==> src/rtl/fft_c0.sv <==
// First-stage radix-2 DIT butterfly (twiddle W^0): registered y0 = a+b, y1 = a-b per component.
// Define FFT_C0_SATURATE_EN to clamp each component instead of wrapping modulo 2^DW.
module fft_c0 #(
   parameter int unsigned DW = 8
) (
   input  logic            clk,
   input  logic            rst_n,
   input  logic            in_valid,
   input  logic [2*DW-1:0] a,
   input  logic [2*DW-1:0] b,
   output logic [2*DW-1:0] y0,
   output logic [2*DW-1:0] y1,
   output logic            out_valid
);

   logic [DW-1:0] a_re, a_im, b_re, b_im;
   logic [2*DW-1:0] sum_n, dif_n;

   assign a_re = a[DW-1:0];
   assign a_im = a[2*DW-1:DW];
   assign b_re = b[DW-1:0];
   assign b_im = b[2*DW-1:DW];

`ifdef FFT_C0_SATURATE_EN
   // One extra sign bit exposes overflow: top two bits disagree means out of range.
   function automatic logic [DW-1:0] clamp(input logic [DW:0] s);
      logic [DW-1:0] r;
      if (s[DW] != s[DW-1])
         r = s[DW] ? {1'b1, {(DW-1){1'b0}}} : {1'b0, {(DW-1){1'b1}}};
      else
         r = s[DW-1:0];
      return r;
   endfunction

   logic [DW:0] re_sum, im_sum, re_dif, im_dif;

   always_comb begin
      re_sum = {a_re[DW-1], a_re} + {b_re[DW-1], b_re};
      im_sum = {a_im[DW-1], a_im} + {b_im[DW-1], b_im};
      re_dif = {a_re[DW-1], a_re} - {b_re[DW-1], b_re};
      im_dif = {a_im[DW-1], a_im} - {b_im[DW-1], b_im};
      sum_n  = {clamp(im_sum), clamp(re_sum)};
      dif_n  = {clamp(im_dif), clamp(re_dif)};
   end
`else
   logic [DW-1:0] re_sum, im_sum, re_dif, im_dif;

   // Components are computed separately so no carry crosses the re/im boundary.
   always_comb begin
      re_sum = a_re + b_re;
      im_sum = a_im + b_im;
      re_dif = a_re - b_re;
      im_dif = a_im - b_im;
      sum_n  = {im_sum, re_sum};
      dif_n  = {im_dif, re_dif};
   end
`endif

   always_ff @(posedge clk) begin
      if (!rst_n) begin
         y0        <= '0;
         y1        <= '0;
         out_valid <= 1'b0;
      end else begin
         out_valid <= in_valid;
         if (in_valid) begin
            y0 <= sum_n;
            y1 <= dif_n;
         end
      end
   end

endmodule

==> config.mk <==
export PLATFORM = sky130hd
export DESIGN_NAME = fft_c0
export DESIGN_NICKNAME = d
export VERILOG_FILES = /design/src/rtl/fft_c0.sv
export SDC_FILE = /design/constraint.sdc
export NUM_CORES = 1
export LEC_CHECK = 0
export CELL_PAD_IN_SITES_DETAIL_PLACEMENT = 0
export CELL_PAD_IN_SITES_GLOBAL_PLACEMENT = 1
export CORE_MARGIN = 8
export CORE_UTILIZATION = 30
export CTS_CLUSTER_DIAMETER = 200
export CTS_CLUSTER_SIZE = 28
export DETAILED_ROUTE_END_ITERATION = 6
export PLACE_DENSITY_LB_ADDON = 0.1
export REMOVE_ABC_BUFFERS = 1
export SLEW_MARGIN = 20
export SYNTH_ARGS = -nofsm -noshare
export SYNTH_HDL_FRONTEND = slang
export SYNTH_SLANG_ARGS = --single-unit
==> constraint.sdc <==
create_clock -name clk -period 3.6 [get_ports clk]
set_input_delay 0.54 -clock clk [delete_from_list [all_inputs] [get_ports clk]]
set_output_delay 0.54 -clock clk [all_outputs]
set_load 0.1 [all_outputs]
==> run metrics <==
First DRT Iteration DRCs 60; hold violation total from the final report 0; area post-placement 3040 µm²; Slowest cell on crit path clkdlybuf4s50_1; unrepaired setup endpoints after global routing no; Req. time, crit path 3.06 ns; Final Cell Area 3120 µm²; die area 10700 µm²; most frequent cells in the layout clkdlybuf4s50_1 (67), nor2_1 (31), dfxtp_1 (31); Clock Sinks 31; Top FF cell, synth dfxtp_1; fin nets 403; CP max FO 2; max_slew headroom 32.4%; layout cell share with drive strength beyond 1 4.76%; final count of pins violating max slew 0; commonest non-fill, non-tap cell in the layout clkdlybuf4s50_1; Clock Latency Late Sink 0.28 ns; clock transition at the registers of the reported paths 0.06 ns; peak supply drop 0.000175 V; CP Buf/Inv Count 1; Pwr Total 1300 µW; die height 104 µm; fmax 425 MHz; Synth Register Bits 31; largest net degree at the start of global routing 37; num rows 32; crit path cell chain clkdlybuf4s50_1; first-pass GRT wire length 10200 µm; vias per cell 4.55; Slew @ Worst Pin 1.01 ns; Ports 68; Antenna Nets Post-Route 0; GR Overflow Total 0; Synth async-reset ratio 0%; crit path time final 2.35 ns; Period Utilization, post-route 65.4%; Hold Crit Class reg -> reg; Core ar. 7570 µm²; crit path launch type register; hold buffer count at cts 0; max incr delay on CP 1.16 ns; Detailed Place HPWL 4760 µm; DRC 0; antenna cells 0; Vias 1993; Synth Warn # 0; Resize count post-CTS 0; final setup vio count 0; Syn-to-layout area delta 35.5%; Setup TNS Final 0 ns; input/output buffers 67; Crit Path Class reg -> out; WL/cell 13.7 µm; RD Place Congestion 0.758; CTS tree yes; post-synthesis sequential area ratio 26.9%; number of enable flip-flop cells after synthesis 0; clock skew 0 ns; mapped cell area 2300 µm²; H-tree levels 2; library cells used by synthesis 36; CP arrival 1.81 ns; die span in x 104 µm; Root Buffer clkbuf_8; antenna violations before repair 0; Setup Fix Bufs, Post-CTS 0; outcome finished clean; PD cells 417 nW/µm²; vias in the first global route 2089; Critical Path End Type primary output; maxcap violations 0; largest buffer count on any clock path 2; Syn Inst Count 273; syn avg cell area 8.44 µm²; family with the most delay on the worst path buffers and inverters; cts bufs inserted 5; initial core utilization 30.5%; drt pass-1 iters 5; final wirelength 5980 µm; GRT Util Overall 11.3%; Leak 0.00130 µW
[Yosys cell counts, types with 8 or more instances]
cell type | n | area (µm²)
nand2_1 | 15 | 56.3
dfxtp_1 | 31 | 621
xnor2_1 | 12 | 105
nor2_1 | 31 | 116
inv_1 | 29 | 109
ha_1 | 28 | 350
a21oi_1 | 12 | 60.1
o21ai_0 | 9 | 45.0
o21bai_1 | 8 | 60.1
a211oi_1 | 10 | 75.1
nor2b_1 | 8 | 50.1
o21ai_1 | 15 | 75.1
[power by group]
part / internal (µW) / switching [µW]
combinational: 199 / 428
clock: 150 / 128
sequential: 379 / 19.8
[sequential cells by signal (all words and copies together) (netlist names)]
| register | count |
|---|---|
| out_valid | 1 |
| y0 | 15 |
| y1 | 15 |
[worst paths after layout]
path / start / end / cells past startpoint / slack [ns]
worst max register to register: y0[13]$_SDFFE_PN0P_ / y0[13]$_SDFFE_PN0P_ / 3 / 2.81
worst max-delay path: y0[15]$_SDFFE_PN0P_ / y0[15] / 1 / 1.25
worst min register to register: y1[6]$_SDFFE_PN0P_ / y1[6]$_SDFFE_PN0P_ / 2 / 0.46
worst min-delay path: y1[6]$_SDFFE_PN0P_ / y1[6]$_SDFFE_PN0P_ / 2 / 0.46
[per-layer routing]
metal,vias to the layer above,global-route usage (%),share of wire [%]
li1,1051,-,-
met1,884,15.2,52
met2,53,16.8,41
met3,5,4.03,6.6
met4,0,2.48,0.43
met5,-,0,0
[layout make-up]
class | instances | area, µm²
Fill cell | 768 | 4440
Inverter | 30 | 113
Multi-Input combinational cell | 200 | 1500
Clock buffer | 6 | 82.6
Timing Repair Buffer | 68 | 678
Clock inverter | 1 | 5.00
Tap cell | 102 | 128
Sequential cell | 31 | 621
[cells by family (layout without fill, tap and decap cells)]
| group | Yosys count | in the layout | synth area share, % |
|---|---|---|---|
| and+or+nand+nor | 68 | 68 | 13.7 |
| AOI/OAI and AO/OA | 76 | 76 | 23.1 |
| xor gates and xnor gates | 18 | 18 | 6.84 |
| adders and majority gates | 32 | 32 | 18.7 |
| muxes | 6 | 6 | 2.61 |
| buffers and inverters | 42 | 105 | 8.14 |
| DFF | 31 | 31 | 26.9 |
[per-stage QoR]
stage | utilization [%] | hold slack (ns) | std cells | setup slack [ns]
after floorplan | - | 0.629 | 261 | 1.49
after global placement | 40.1 | 0.444 | 431 | 0.967
after detailed placement | 40.1 | 0.441 | 431 | 0.994
after CTS | 41.3 | 0.459 | 438 | 1.22
after global routing | 41.3 | 0.476 | 438 | 1.08
final | 41.3 | 0.457 | 438 | 1.25
No activity file was read; power rests on OpenSTA's default activity.
